File: src/rtl/pea_sched_pkg.sv
// Purpose: shared mode codes and FSM state encoding for the PEA firing scheduler.
// Latency: n/a (declarations only).
// Backpressure: n/a.
package pea_sched_pkg;

   // Actor mode codes; 11 is never a legal mode.
   localparam logic [1:0] SETUP_INSTR  = 2'b00;
   localparam logic [1:0] INSTR        = 2'b01;
   localparam logic [1:0] OUTPUT       = 2'b10;
   localparam logic [1:0] MODE_ILLEGAL = 2'b11;

   typedef enum logic [2:0] {
      IDLE   = 3'd0,
      CHECK  = 3'd1,
      FIRE   = 3'd2,
      WAIT   = 3'd3,
      SETTLE = 3'd4,
      ERROR  = 3'd5
   } sched_state_t;

   function automatic logic mode_legal(input logic [1:0] mode);
      return mode != MODE_ILLEGAL;
   endfunction

endpackage

File: src/rtl/pea_sched_timer.sv
// Purpose: TW-bit cycle counter with clear/increment and a runtime terminal-count compare.
// Latency: count updates one cycle after clr/inc; at_limit is a compare on the registered count.
// Backpressure: none; clr has priority over inc.
//
// Ports:
//   clk, rst      clock, synchronous active-low reset
//   clr, inc      clear (priority) and increment controls
//   limit         terminal count to compare against
//   at_limit      high while the current count equals limit
module pea_sched_timer #(
   parameter int TW = 12
) (
   input  logic          clk,
   input  logic          rst,
   input  logic          clr,
   input  logic          inc,
   input  logic [TW-1:0] limit,
   output logic          at_limit
);

   logic [TW-1:0] count;

   always_ff @(posedge clk) begin
      if (!rst) begin
         count <= '0;
      end else if (clr) begin
         count <= '0;
      end else if (inc) begin
         count <= count + TW'(1);
      end
   end

   assign at_limit = (count == limit);

endmodule

File: src/rtl/pea_fire_scheduler.sv
// Purpose: self-timed CFDF firing scheduler driving the PEA actor's invoke pulse and mode select.
// Latency: start->invoke 2 cycles with enable high; FC->next invoke >= 3 cycles (SETTLE, CHECK, FIRE).
// Backpressure: firing waits in CHECK while enable is low; aborts with starved after STALL_LIMIT cycles.
//
// Ports:
//   clk, rst          clock, synchronous active-low reset
//   start/stop        schedule control from the system controller
//   clear_err         leave ERROR, clearing the sticky error flags
//   enable            PEA_enable result for next_mode_out
//   FC, next_mode_in  firing-complete and the actor's next mode (valid with FC)
//   max_firings       firing budget, 0 = unbounded
//   invoke            one-cycle invoke pulse to the actor
//   next_mode_out     registered mode select to the actor and PEA_enable
//   busy/done/starved status; done and starved are one-cycle pulses
//   timeout_err/mode_err  sticky error flags
//   fire_count        completed firings since the last start
module pea_fire_scheduler
   import pea_sched_pkg::*;
#(
   parameter int CW          = 16,
   parameter int TW          = 12,
   parameter int FC_TIMEOUT  = 4000,
   parameter int STALL_LIMIT = 1000
) (
   input  logic          clk,
   input  logic          rst,
   input  logic          start,
   input  logic          stop,
   input  logic          clear_err,
   input  logic          enable,
   input  logic          FC,
   input  logic [1:0]    next_mode_in,
   input  logic [CW-1:0] max_firings,
   output logic          invoke,
   output logic [1:0]    next_mode_out,
   output logic          busy,
   output logic          done,
   output logic          starved,
   output logic          timeout_err,
   output logic          mode_err,
   output logic [CW-1:0] fire_count
);

   localparam logic [TW-1:0] STALL_TC = TW'(STALL_LIMIT - 1);
   localparam logic [TW-1:0] FC_TC    = TW'(FC_TIMEOUT - 1);

   sched_state_t  state, state_d;
   logic          stop_pend, stop_pend_d;
   logic [1:0]    mode_d;
   logic [CW-1:0] count_d;
   logic          invoke_d, busy_d, done_d, starved_d, timeout_d, moderr_d;

   logic          tmr_clr, tmr_inc, tmr_at_limit;
   logic [TW-1:0] tmr_limit;

   // CHECK and WAIT never overlap, so one timer serves both the stall and FC timeouts.
   pea_sched_timer #(.TW(TW)) u_timer (
      .clk      (clk),
      .rst      (rst),
      .clr      (tmr_clr),
      .inc      (tmr_inc),
      .limit    (tmr_limit),
      .at_limit (tmr_at_limit)
   );

   always_comb begin
      state_d     = state;
      stop_pend_d = stop_pend;
      mode_d      = next_mode_out;
      count_d     = fire_count;
      timeout_d   = timeout_err;
      moderr_d    = mode_err;
      done_d      = 1'b0;
      starved_d   = 1'b0;
      tmr_clr     = 1'b0;
      tmr_inc     = 1'b0;
      tmr_limit   = FC_TC;

      case (state)
         IDLE: begin
            stop_pend_d = 1'b0;
            // next_mode_out is deliberately kept so a restarted schedule resumes its mode.
            if (start) begin
               state_d = CHECK;
               count_d = '0;
               tmr_clr = 1'b1;
            end
         end
         CHECK: begin
            tmr_limit = STALL_TC;
            if (stop) begin
               state_d = IDLE;
            end else if (enable) begin
               state_d = FIRE;
            end else begin
               tmr_inc = 1'b1;
               if (tmr_at_limit) begin
                  state_d   = IDLE;
                  starved_d = 1'b1;
               end
            end
         end
         FIRE: begin
            tmr_clr = 1'b1;
            if (stop) stop_pend_d = 1'b1;
            state_d = WAIT;
         end
         WAIT: begin
            // A stop here cannot abandon the firing; it is deferred to SETTLE.
            tmr_inc = 1'b1;
            if (stop) stop_pend_d = 1'b1;
            if (FC) begin
               if (!mode_legal(next_mode_in)) begin
                  state_d  = ERROR;
                  moderr_d = 1'b1;
               end else begin
                  mode_d  = next_mode_in;
                  count_d = fire_count + CW'(1);
                  state_d = SETTLE;
               end
            end else if (tmr_at_limit) begin
               state_d   = ERROR;
               timeout_d = 1'b1;
            end
         end
         SETTLE: begin
            // Gives the actor FIFOs and the enable path a cycle to reflect the new mode.
            if ((max_firings != '0) && (fire_count == max_firings)) begin
               state_d = IDLE;
               done_d  = 1'b1;
            end else if (stop_pend) begin
               state_d = IDLE;
            end else begin
               state_d = CHECK;
               tmr_clr = 1'b1;
            end
         end
         ERROR: begin
            if (clear_err) begin
               state_d   = IDLE;
               timeout_d = 1'b0;
               moderr_d  = 1'b0;
            end
         end
         default: state_d = IDLE;
      endcase

      invoke_d = (state_d == FIRE);
      busy_d   = (state_d == CHECK) || (state_d == FIRE) ||
                 (state_d == WAIT)  || (state_d == SETTLE);
   end

   always_ff @(posedge clk) begin
      if (!rst) begin
         state         <= IDLE;
         stop_pend     <= 1'b0;
         invoke        <= 1'b0;
         next_mode_out <= SETUP_INSTR;
         busy          <= 1'b0;
         done          <= 1'b0;
         starved       <= 1'b0;
         timeout_err   <= 1'b0;
         mode_err      <= 1'b0;
         fire_count    <= '0;
      end else begin
         state         <= state_d;
         stop_pend     <= stop_pend_d;
         invoke        <= invoke_d;
         next_mode_out <= mode_d;
         busy          <= busy_d;
         done          <= done_d;
         starved       <= starved_d;
         timeout_err   <= timeout_d;
         mode_err      <= moderr_d;
         fire_count    <= count_d;
      end
   end

endmodule

File: config.mk
export PLATFORM = sky130hd
export DESIGN_NAME = pea_fire_scheduler
export DESIGN_NICKNAME = d
export VERILOG_FILES = /design/src/rtl/pea_sched_pkg.sv /design/src/rtl/pea_sched_timer.sv /design/src/rtl/pea_fire_scheduler.sv
export SDC_FILE = /design/constraint.sdc
export NUM_CORES = 1
export LEC_CHECK = 0
export ABC_AREA = 1
export CORE_AREA = 5 5 75 77
export DETAILED_ROUTE_END_ITERATION = 7
export DIE_AREA = 0 0 80 82
export DONT_BUFFER_PORTS = 1
export PLACE_DENSITY = 0.7
export SLEW_MARGIN = 40
export SYNTH_ARGS = -nofsm -noshare
export SYNTH_HDL_FRONTEND = slang
export SYNTH_SLANG_ARGS = --single-unit
File: constraint.sdc
create_clock -name clk -period 1.5 [get_ports clk]
set_input_delay 0.3 -clock clk [delete_from_list [all_inputs] [get_ports clk]]
set_output_delay 0.3 -clock clk [all_outputs]
set_load 0.02 [all_outputs]
==> out/metrics.sh, run 1 <==
OUTCOME='complete, but fails checks'
VIOLATED_CHECKS='setup timing'
FIN_HOLD_WS_NS=0.1371
PLACE_WORST_SETUP_SLACK_NS=-0.07254
POWER_DENSITY_nW_PER_UM2=655.7
VIA_PER_INST=4.933
WORST_HOLD_PATH_TYPE='input pin to flip-flop'
SYNTH_EDF_COUNT=0
CTS_CLOCK_PIN_SLEW_FOR_THE_WORST_SETUP_AND_HOLD_PATHS_NS=0.08
FINAL_GLOBAL_ROUTE_OVERFLOW_TOTAL=0
PLACEMENT.IO_BUFFERS=0
FILLERS=418
SETUP_VIOL=3
REPORT.POWER.TOTAL_mW=2.165
CRITICAL_PATH.ENDPOINT_TYPE='flip-flop'
SYNTH_ASYNC_SR_FLOP_SHARE_PCT=0
NETLIST_INSTANCES=351
TRITONCTS.NUM_BUFFERS=5
WL_PER_CELL_UM=12.83
STD_CELL_ROWS=26
FP.COREAREA_UM2=4945
DIEHEIGHT_UM=82
FINAL-HOLD-VIOLATION-COUNT=0
FINAL_LAYOUT_SIZE_SUFFIX_GT1_SHARE_PCT=40.14
SYNTH_AREA_LEADERS='sky130_fd_sc_hd__dfxtp_1 34%, sky130_fd_sc_hd__nand2_1 14%, sky130_fd_sc_hd__inv_1 8.8%'
OVERALL_DIE_AREA_UM2=6560
POSTROUTEANTENNANETS=0
FINAL.MIN_CLOCK_PERIOD_NS=1.548
CRITICAL_PATH.STARTPOINT_TYPE='flip-flop'
SYNTH.MOST_COMMON_CELL='sky130_fd_sc_hd__nand2_1'
LAYOUT.CELLS.NON_FILLER=506
MULTIINPUTGATEAREA_UM2=1426
CELLLEAKAGEPOWER_nW=1.562
ACHIEVABLE_FREQUENCY_MHz=646.1
FINALMAXSLEWVIOLATIONS=0
SYNTH_WARNINGS=0
KIND_OF_CRITICAL_PATH='flip-flop to flip-flop'
GRT_SETUP_UNREPAIRED='yes'
CLOCK_INSERTION_DELAY_WORST_SKEW_NS=0.30
DETAILEDROUTE.FIRSTPASSITERATIONCOUNT=4
FF2FF_SETUP_SLACK_NS=-0.05
DETAIL_ROUTE.ITER0.VIOLATIONS=83
IRDROPWORSTVDD_mV=0.3239
SYNTHESIS.AREA_UM2=2335
SYNTH_TOP_AREA_SHARE_PCT=34.30
GP_ROUTABILITY_CONGESTION=0.8700
INITIAL_UTILIZATION_PCT=47.22
R2R_CELLS=12
DRV.MAX_CAP_VIOLATION_COUNT=0
GRT_START_MAX_NET_PINS=13
AVGSYNTHCELLAREA_UM2=6.652
FINALNETCOUNT=462
FINAL_CRITICAL_PATH_SETUP_SLACK_NS=-0.04769
FIN_CRIT_SH_PCT=103.2
IO_PINS=49
SYNTH-MAIN-FF-CELL='sky130_fd_sc_hd__dfxtp_1'
CLOCK_PATH_BUFFERS=2
ROOT_BUFFER='sky130_fd_sc_hd__clkbuf_8'
ENDPOINT_ARRIVAL_TIME_ON_THE_CRITICAL_PATH_NS=1.79
YS_SEQ_AREA_SHARE_PCT=34.30
PLACE.DETAILED.INSTANCES=479
DRC_ERRORS=0
SYNTH-SEQ-CELLS=40
FINAL.SETUP_SKEW_NS=0.007254
TOTALNEGATIVESETUPSLACK_NS=-0.06756
FP.DIEW_UM=80
CTSHTREEMAXLEVEL=2
SYNTH_TOP_CELL_BY_AREA='sky130_fd_sc_hd__dfxtp_1'
ANTENNA_FOUND_INITIAL=0
AREA.GROWTH.SYNTH_TO_FINAL_PCT=41.43
SLEW_HEADROOM_PCT=79.92
NUMCLOCKSINKS=40
SYNTH_CELL_TYPE_COUNT=36
HOLD-PATH-CELL-COUNT=2
POST-DP-HPWL_UM=4723
ROUTED_WIRELENGTH_UM=6491
GLOBAL_ROUTE_WIRE_LENGTH_BEFORE_REPAIR_UM=10180
OVERALL_VIA_COUNT_FROM_DETAIL_ROUTE=2496
GLOBAL_ROUTE.USAGE.TOTAL_PCT=19.87
WORST-SLEW-PIN-TRANSITION_NS=0.2989
REGISTER_AREA_UM2=837.1
SYNTH.CELLS.MOST_FREQUENT='86 x sky130_fd_sc_hd__nand2_1, 55 x sky130_fd_sc_hd__inv_1, 50 x sky130_fd_sc_hd__nor2_1, 40 x sky130_fd_sc_hd__dfxtp_1, 19 x sky130_fd_sc_hd__a21oi_1'
WORSTPATHMAXFANOUT=6
CTS_HOLD_BUF=0
ANTENNA_DIODE_INSTANCE_COUNT=0
CRITPATHREQUIREDTIME_NS=1.74
FIRST_GLOBAL_VIAS=2286
CTS_TREE='done'
MAPPEDNETLISTNETS=378
==> registers in the layout, summed over array words and instances (netlist names) <==
signal	count
mode_err	1
invoke	1
fire_count	16
next_mode_out	2
starved	1
busy	1
state	3
done	1
timeout_err	1
stop_pend	1
u_timer.count	12
==> cell usage in the layout (no fill, tap or decap), types with 3 or more instances in the layout <==
cell type / count
sky130_fd_sc_hd__nand2_1: 81
sky130_fd_sc_hd__buf_4: 74
sky130_fd_sc_hd__inv_1: 47
sky130_fd_sc_hd__nor2_1: 39
sky130_fd_sc_hd__dfxtp_1: 19
sky130_fd_sc_hd__a21oi_1: 18
sky130_fd_sc_hd__dfxtp_2: 17
sky130_fd_sc_hd__nand3_1: 15
sky130_fd_sc_hd__inv_2: 11
sky130_fd_sc_hd__nor2_2: 11
sky130_fd_sc_hd__nand2_2: 9
sky130_fd_sc_hd__nor3_2: 8
sky130_fd_sc_hd__nor3_1: 8
sky130_fd_sc_hd__nand4_1: 8
sky130_fd_sc_hd__xor2_1: 6
sky130_fd_sc_hd__clkbuf_8: 6
sky130_fd_sc_hd__buf_6: 5
sky130_fd_sc_hd__nand3_4: 4
sky130_fd_sc_hd__nor2_4: 4
sky130_fd_sc_hd__nand2_4: 4
sky130_fd_sc_hd__o21ai_0: 4
sky130_fd_sc_hd__dfxtp_4: 4
sky130_fd_sc_hd__inv_4: 3
==> worst paths after layout <==
kind                   start          endpoint
max            fire_count[3]  u_timer.count[8]
min          next_mode_in[0]  next_mode_out[0]
min reg2reg        stop_pend         stop_pend
max reg2reg    fire_count[3]  u_timer.count[8]
==> cell families (layout without fill, tap and decap cells) <==
group / after synthesis / count (layout) / synth area share, %
XOR/XNOR: 8 / 8 / 3.001
flip-flops: 40 / 40 / 34.30
AO/OA/AOI/OAI: 36 / 36 / 9.217
buffers and inverters: 65 / 150 / 10.61
adder cells (fa/ha/maj): 2 / 2 / 1.072
AND/OR/NAND/NOR: 200 / 200 / 41.80
==> timing repair <==
item | in CTS | in global routing
pin swaps | 10 | 17
gates cloned | 1 | 0
endpoints found under the setup margin | 19 | 23
resized for setup | 18 | 48
setup buffers | 9 | 9
==> layout make-up <==
class                   instances  area share, %
flip-flops and latches         40          25.35
clock buffers                   7          2.615
inverters                      63          7.427
multi-input cells             246          43.20
repair buffers                 79          18.53
well taps                      70          2.653
clock inverters                 1         0.2274
==> report_power, final <==
group	internal (mW)	switching [mW]
clock	0.374	0.395
combinational	0.128	0.166
sequential	1.08	0.0276
==> stage by stage <==
step | util [%] | cell area [um^2]
3_3_place_gp | 58.27 | 2882
4_1_cts | 62.35 | 3083
5_1_grt | 66.78 | 3302
3_5_place_dp | 58.27 | 2882
6_report | 66.78 | 3302
2_1_floorplan | - | 2352
==> critical path, cell delays in order, from the launching register on <==
cell and delay, ns:
sky130_fd_sc_hd__dfxtp_2 0.35, sky130_fd_sc_hd__inv_1 0.08, sky130_fd_sc_hd__nand2_1 0.08, sky130_fd_sc_hd__nand2_1 0.06, sky130_fd_sc_hd__nor2_1 0.11, sky130_fd_sc_hd__nand2_1 0.06
sky130_fd_sc_hd__nor2_1 0.11, sky130_fd_sc_hd__nand3_2 0.10, sky130_fd_sc_hd__nand2_2 0.12, sky130_fd_sc_hd__nand3_4 0.09, sky130_fd_sc_hd__buf_6 0.15, sky130_fd_sc_hd__buf_4 0.13
sky130_fd_sc_hd__nor2_1 0.07
==> layer usage <==
| layer | routed length [um] | share of wire [%] | up-vias | global-route usage [%] |
|---|---|---|---|---|
| met2 | 3254 | 50 | 36 | 33.53 |
| met3 | 327 | 5.0 | 9 | 5.263 |
| met4 | 92 | 1.4 | 0 | 6.926 |
| met5 | 0 | 0 | - | 0 |
| li1 | - | - | 1271 | - |
| met1 | 2817 | 43 | 1180 | 24.45 |
No activity file was read; power rests on OpenSTA's default activity.
==> inputs of run 2 (changes only) <==
CAP_MARGIN = 20   (was not set)
CTS_CLUSTER_DIAMETER = 150   (was not set)
MAX_ROUTING_LAYER = met4   (was not set)
==> out/metrics.sh, run 2 (synthesis results as in run 1) <==
OUTCOME='complete, but fails checks'  # unchanged
VIOLATED_CHECKS='setup timing'  # unchanged
CRITICAL_PATH.ENDPOINT_TYPE='flip-flop'  # unchanged
LAYOUT_COMMONEST_CELL='sky130_fd_sc_hd__nand2_1'  # unchanged
GLOBAL_ROUTE_WIRE_LENGTH_BEFORE_REPAIR_UM=10170  # was 10180 um
SLEW_HEADROOM_PCT=79.82  # was 79.92%
IO_PINS=49  # unchanged
ACHIEVABLE_FREQUENCY_MHz=646.1  # unchanged
OVERALL_DIE_AREA_UM2=6560  # unchanged
WL_PER_CELL_UM=12.83  # about the same
LAYOUT.CELLS.NON_FILLER=506  # unchanged
MOSTFREQUENTLAYOUTCELLS='81 x sky130_fd_sc_hd__nand2_1, 74 x sky130_fd_sc_hd__buf_4, 47 x sky130_fd_sc_hd__inv_1'  # unchanged
POST-DP-HPWL_UM=4723  # unchanged
ANTENNA_DIODE_INSTANCE_COUNT=0  # unchanged
CRIT_BUF_INV=3  # unchanged
CLOCK_PATH_BUFFERS=2  # unchanged
DETAIL_ROUTE.ITER0.VIOLATIONS=83  # unchanged
SETUP_VIOL=3  # unchanged
FILLERS=418  # unchanged
GLOBAL_ROUTE.USAGE.TOTAL_PCT=20.41  # was 19.87%
FIRST_GLOBAL_VIAS=2290  # was 2286
PLACEMENT.IO_BUFFERS=0  # unchanged
FP.COREAREA_UM2=4945  # unchanged
ROOT_BUFFER='sky130_fd_sc_hd__clkbuf_8'  # unchanged
CTS_TREE='done'  # unchanged
FIN_CRIT_SH_PCT=103.2  # about the same
OVERALL_VIA_COUNT_FROM_DETAIL_ROUTE=2497  # was 2496
NUMCLOCKSINKS=40  # unchanged
LARGEST_REG_FLOPS=16  # unchanged
GRT_START_MAX_NET_PINS=13  # unchanged
CTS_HOLD_BUF=0  # unchanged
AREA.GROWTH.SYNTH_TO_FINAL_PCT=41.43  # unchanged
DRC_ERRORS=0  # unchanged
WORST-SLEW-PIN-TRANSITION_NS=0.3009  # was 0.2989 ns
PLACE.DETAILED.INSTANCES=479  # unchanged
FINAL_GLOBAL_ROUTE_OVERFLOW_TOTAL=0  # unchanged
WORST_PATH_MAX_DELAY_CELL='sky130_fd_sc_hd__dfxtp_2'  # unchanged
CTS_CLOCK_PIN_SLEW_FOR_THE_WORST_SETUP_AND_HOLD_PATHS_NS=0.08  # about the same
WORSTPATHMAXFANOUT=6  # unchanged
LARGEST_REGISTERS='fire_count: 16 flops, u_timer.count: 12 flops, state: 3 flops'  # unchanged
GRT_SETUP_UNREPAIRED='yes'  # unchanged
TRITONCTS.NUM_BUFFERS=5  # unchanged
CLOCK_INSERTION_DELAY_WORST_SKEW_NS=0.30  # about the same
SLOWEST_DELAY_NS=0.35  # about the same
CTSHTREEMAXLEVEL=2  # unchanged
DETAILEDROUTE.FIRSTPASSITERATIONCOUNT=4  # unchanged
FINAL.MIN_CLOCK_PERIOD_NS=1.548  # about the same
IRDROPWORSTVDD_mV=0.3238  # was 0.3239 mV
INITIAL_UTILIZATION_PCT=47.22  # unchanged
ROUTED_WIRELENGTH_UM=6493  # was 6491 um
POSTROUTEANTENNANETS=0  # unchanged
FIN_HOLD_WS_NS=0.1370  # was 0.1371 ns
FINAL_CRITICAL_PATH_SETUP_SLACK_NS=-0.04769  # about the same
REGMOSTFLOPS='fire_count'  # unchanged
FINALNETCOUNT=462  # unchanged
POWER_DENSITY_nW_PER_UM2=655.7  # about the same
CRIT_FAMILY='simple AND/OR/NAND/NOR gates'  # unchanged
KIND_OF_CRITICAL_PATH='flip-flop to flip-flop'  # unchanged
FP.DIEW_UM=80  # unchanged
GP_ROUTABILITY_CONGESTION=0.8842  # was 0.8700
FINAL.SETUP_SKEW_NS=0.007253  # was 0.007254 ns
FINALMAXSLEWVIOLATIONS=0  # unchanged
WORST_HOLD_PATH_TYPE='input pin to flip-flop'  # unchanged
FINAL_LAYOUT_SIZE_SUFFIX_GT1_SHARE_PCT=40.14  # unchanged
CRITPATHREQUIREDTIME_NS=1.74  # about the same
ENDPOINT_ARRIVAL_TIME_ON_THE_CRITICAL_PATH_NS=1.79  # about the same
FINAL-HOLD-VIOLATION-COUNT=0  # unchanged
ANTENNA_FOUND_INITIAL=0  # unchanged
VIA_PER_INST=4.935  # was 4.933
CELLLEAKAGEPOWER_nW=1.562  # unchanged
CRIT_CHAIN='inv_1 > nand2_1 > nand2_1 > nor2_1 > nand2_1 > nor2_1 > nand3_2 > nand2_2 > nand3_4 > buf_6 > buf_4 > nor2_1'  # unchanged
DRV.MAX_CAP_VIOLATION_COUNT=0  # unchanged
DIEHEIGHT_UM=82  # unchanged
STD_CELL_ROWS=26  # unchanged
CRITICAL_PATH.STARTPOINT_TYPE='flip-flop'  # unchanged
-- run 2: path summary, 6_finish.rpt --
path	slack [ns]	cells after the start	endpoint	from
setup reg to reg	-0.05	12	u_timer.count[8]	fire_count[3]
hold / removal	0.14	2	next_mode_out[0]	next_mode_in[0]
setup / recovery	-0.05	12	u_timer.count[8]	fire_count[3]
hold reg to reg	0.49	2	stop_pend	stop_pend
-- run 2: timing repair --
action | CTS | global route
buffers inserted | 9 | 9
setup endpoints to repair | 19 | 23
gates resized for setup | 18 | 48
gates cloned | 1 | 0
pin swaps | 10 | 17
-- run 2: metrics by stage --
| stage | total power, mW | cell area [um^2] | setup TNS (ns) | utilization [%] | setup WS (ns) |
|---|---|---|---|---|---|
| finish | 2.165 | 3302 | -0.06758 | 66.78 | -0.04769 |
| global placement | 1.367 | 2882 | -0.1490 | 58.27 | -0.03760 |
| global route | 2.262 | 3302 | -1.584 | 66.78 | -0.1736 |
| floorplan | 1.288 | 2352 | 0 | - | 0.003045 |
| detailed placement | 1.373 | 2882 | -0.4656 | 58.27 | -0.07254 |
| CTS | 2.154 | 3083 | 0 | 62.35 | 0.0003781 |
-- run 2: cell type report --
cell class	instances	area, um^2	area share [%]
multi-input combinational	246	1426	43.20
timing repair buffer	79	611.8	18.53
inverter	63	245.2	7.427
clock buffer	7	86.33	2.615
tap	70	87.58	2.653
clock inverter	1	7.507	0.2274
sequential	40	837.1	25.35
-- run 2: power breakdown --
group	internal [mW]	switching [mW]
Sequential	1.08	0.0276
Combinational	0.128	0.166
Clock	0.374	0.395
-- run 2: worst reg2reg max path, cell delays in order, from the launching register on --
cell and delay, ns:
sky130_fd_sc_hd__dfxtp_2 0.35, sky130_fd_sc_hd__inv_1 0.08, sky130_fd_sc_hd__nand2_1 0.08, sky130_fd_sc_hd__nand2_1 0.06
sky130_fd_sc_hd__nor2_1 0.11, sky130_fd_sc_hd__nand2_1 0.06, sky130_fd_sc_hd__nor2_1 0.11, sky130_fd_sc_hd__nand3_2 0.10
sky130_fd_sc_hd__nand2_2 0.12, sky130_fd_sc_hd__nand3_4 0.09, sky130_fd_sc_hd__buf_6 0.15, sky130_fd_sc_hd__buf_4 0.13
sky130_fd_sc_hd__nor2_1 0.07
-- run 2: layer usage --
layer,GRT usage [%],up-vias,routed length (um)
met2,33.53,36,3258
met5,-,-,0
met1,24.65,1181,2846
met4,6.926,0,92
met3,4.825,9,296
li1,-,1271,-
==> inputs of run 3 (changes only) <==
SKIP_CTS_REPAIR_TIMING = 1   (was not set)
==> out/metrics.sh, run 3 (synthesis results as in run 1) <==
CLOCK_INSERTION_DELAY_WORST_SKEW_NS=0.30  # about the same
LAYOUT_COMMONEST_CELL='sky130_fd_sc_hd__nand2_1'  # unchanged
VIA_PER_INST=4.875  # was 4.935
POST-DP-HPWL_UM=4723  # unchanged
ANTENNA_FOUND_INITIAL=0  # unchanged
DETAILEDROUTE.FIRSTPASSITERATIONCOUNT=4  # unchanged
FINAL.SETUP_SKEW_NS=0.006279  # was 0.007253 ns
PLACE_WORST_SETUP_SLACK_NS=-0.07254  # unchanged
REGMOSTFLOPS='fire_count'  # unchanged
CRITICAL_PATH.ENDPOINT_TYPE='flip-flop'  # unchanged
FINALMAXSLEWVIOLATIONS=0  # unchanged
FF2FF_SETUP_SLACK_NS=-0.04  # was -0.05 ns
ANTENNA_DIODE_INSTANCE_COUNT=0  # unchanged
SLEW_HEADROOM_PCT=81.09  # was 79.82%
LARGEST_REGISTERS='fire_count: 16 flops, u_timer.count: 12 flops, state: 3 flops'  # unchanged
CTSHTREEMAXLEVEL=2  # unchanged
NUMCLOCKSINKS=40  # unchanged
FINAL-HOLD-VIOLATION-COUNT=0  # unchanged
DIEHEIGHT_UM=82  # unchanged
WORSTPATHMAXFANOUT=6  # unchanged
POWER_DENSITY_nW_PER_UM2=670.6  # was 655.7 nW/um^2
GRT_START_MAX_NET_PINS=13  # unchanged
R2R_CELLS=9  # was 12
GLOBAL_ROUTE.USAGE.TOTAL_PCT=19.45  # was 20.41%
FINAL_GLOBAL_ROUTE_OVERFLOW_TOTAL=0  # unchanged
FINAL_CRITICAL_PATH_SETUP_SLACK_NS=-0.03612  # was -0.04769 ns
OVERALL_VIA_COUNT_FROM_DETAIL_ROUTE=2423  # was 2497
TRITONCTS.NUM_BUFFERS=5  # unchanged
PLACEMENT.IO_BUFFERS=0  # unchanged
CTS_CLOCK_PIN_SLEW_FOR_THE_WORST_SETUP_AND_HOLD_PATHS_NS=0.08  # about the same
STD_CELL_ROWS=26  # unchanged
DRC_ERRORS=0  # unchanged
FIRST_GLOBAL_VIAS=2223  # was 2290
AREA.GROWTH.SYNTH_TO_FINAL_PCT=37.30  # was 41.43%
GRT_SETUP_UNREPAIRED='yes'  # unchanged
INITIAL_UTILIZATION_PCT=47.22  # unchanged
CRITPATHREQUIREDTIME_NS=1.70  # was 1.74 ns
KIND_OF_CRITICAL_PATH='flip-flop to flip-flop'  # unchanged
FIN_HOLD_WS_NS=0.1361  # was 0.1370 ns
FINAL.MIN_CLOCK_PERIOD_NS=1.536  # was 1.548 ns
OVERALL_DIE_AREA_UM2=6560  # unchanged
HOLD-PATH-CELL-COUNT=2  # unchanged
DPL-INSTANCE-AREA_UM2=2882  # unchanged
FP.COREAREA_UM2=4945  # unchanged
CLOCK_PATH_BUFFERS=2  # unchanged
CELLLEAKAGEPOWER_nW=1.524  # was 1.562 nW
LARGEST_REG_FLOPS=16  # unchanged
DETAIL_ROUTE.ITER0.VIOLATIONS=85  # was 83
POSTROUTEANTENNANETS=0  # unchanged
REGISTER_AREA_UM2=835.8  # was 837.1 um^2
SETUP_VIOL=3  # unchanged
CRITICAL_PATH.STARTPOINT_TYPE='flip-flop'  # unchanged
ROOT_BUFFER='sky130_fd_sc_hd__clkbuf_8'  # unchanged
CTS_TREE='done'  # unchanged
DRV.MAX_CAP_VIOLATION_COUNT=0  # unchanged
R2R_END='u_timer.count[8]'  # unchanged
IRDROPWORSTVDD_mV=0.3229  # was 0.3238 mV
ENDPOINT_ARRIVAL_TIME_ON_THE_CRITICAL_PATH_NS=1.73  # was 1.79 ns
FINALNETCOUNT=453  # was 462
FINAL_LAYOUT_SIZE_SUFFIX_GT1_SHARE_PCT=37.00  # was 40.14%
IO_PINS=49  # unchanged
FIN_AREA_UM2=3206  # was 3302 um^2
VIOLATED_CHECKS='setup timing'  # unchanged
OUTCOME='complete, but fails checks'  # unchanged
WORST_HOLD_PATH.ENDPOINT='next_mode_out[1]'  # was next_mode_out[0]
GLOBAL_ROUTE_WIRE_LENGTH_BEFORE_REPAIR_UM=9742  # was 10170 um
FP.DIEW_UM=80  # unchanged
MOSTFREQUENTLAYOUTCELLS='81 x sky130_fd_sc_hd__nand2_1, 66 x sky130_fd_sc_hd__buf_4, 49 x sky130_fd_sc_hd__inv_1'  # was 81 x sky130_fd_sc_hd__nand2_1, 74 x sky130_fd_sc_hd__buf_4, 47 x sky130_fd_sc_hd__inv_1
CRITICAL_PATH.REG2REG.STARTPOINT='state[2]'  # was fire_count[3]
FIN_CRIT_SH_PCT=102.4  # was 103.2%
WORST_HOLD_PATH_TYPE='input pin to flip-flop'  # unchanged
WL_PER_CELL_UM=12.65  # was 12.83 um
FILLERS=429  # was 418
GP_ROUTABILITY_CONGESTION=0.8842  # unchanged
ROUTED_WIRELENGTH_UM=6285  # was 6493 um
MIN-DELAY-START='rst'  # was next_mode_in[0]
WORST-SLEW-PIN-TRANSITION_NS=0.2814  # was 0.3009 ns
ACHIEVABLE_FREQUENCY_MHz=651.0  # was 646.1 MHz
MULTIINPUTGATEAREA_UM2=1401  # was 1426 um^2
==> run 3: area by class of cell <==
class / count / area share (%)
Clock buffer: 7 / 2.693
Clock inverter: 1 / 0.2342
Inverter: 63 / 7.689
Multi-Input combinational cell: 246 / 43.72
Sequential cell: 40 / 26.07
Tap cell: 70 / 2.732
Timing Repair Buffer: 70 / 16.86
==> run 3: report_power, final <==
group	internal (mW)	leakage, nW	switching, mW	total [mW]
Clock	0.374	0.0445	0.390	0.764
Combinational	0.120	1.14	0.163	0.283
Sequential	1.08	0.335	0.0270	1.10
==> run 3: metrics by stage <==
step / total power [mW] / TNS (ns) / util, % / instances
floorplan: 1.288 / 0 / - / 351
global placement: 1.367 / -0.1490 / 58.27 / 479
detailed placement: 1.373 / -0.4656 / 58.27 / 479
CTS: 2.136 / -0.8779 / 60.17 / 487
global route: 2.252 / -2.095 / 64.83 / 497
finish: 2.150 / -0.07669 / 64.83 / 497
==> run 3: layer usage <==
layer / global-route usage [%] / vias to the layer above / share of wire [%]
met5: - / - / 0
met4: 6.081 / 0 / 1.9
met3: 4.605 / 11 / 5.6
met2: 31.71 / 50 / 49
met1: 23.90 / 1103 / 43
li1: - / 1259 / -
==> run 3: how the worst max path moves through the flow <==
stage | endpoint | cells after the start | start | slack, ns
6_report | u_timer.count[8] | 9 | state[2] | -0.04
5_1_grt | u_timer.count[10] | 13 | fire_count[15] | -0.20
4_1_cts | fire_count[10] | 9 | state[0] | -0.09
3_5_place_dp | fire_count[12] | 10 | state[0] | -0.07
3_3_place_gp | u_timer.count[8] | 8 | state[0] | -0.04
2_1_floorplan | fire_count[13] | 11 | state[0] | 0.003
==> run 3: critical path: stages, from the launching register on <==
cell                      delay [ns]
sky130_fd_sc_hd__dfxtp_2        0.34
sky130_fd_sc_hd__inv_4          0.10
sky130_fd_sc_hd__nand3_4        0.10
sky130_fd_sc_hd__inv_4          0.07
sky130_fd_sc_hd__nand2_4        0.07
sky130_fd_sc_hd__a21oi_4        0.19
sky130_fd_sc_hd__nand3_4        0.10
sky130_fd_sc_hd__nor3_4         0.25
sky130_fd_sc_hd__xnor2_1        0.15
sky130_fd_sc_hd__nor2_1         0.05
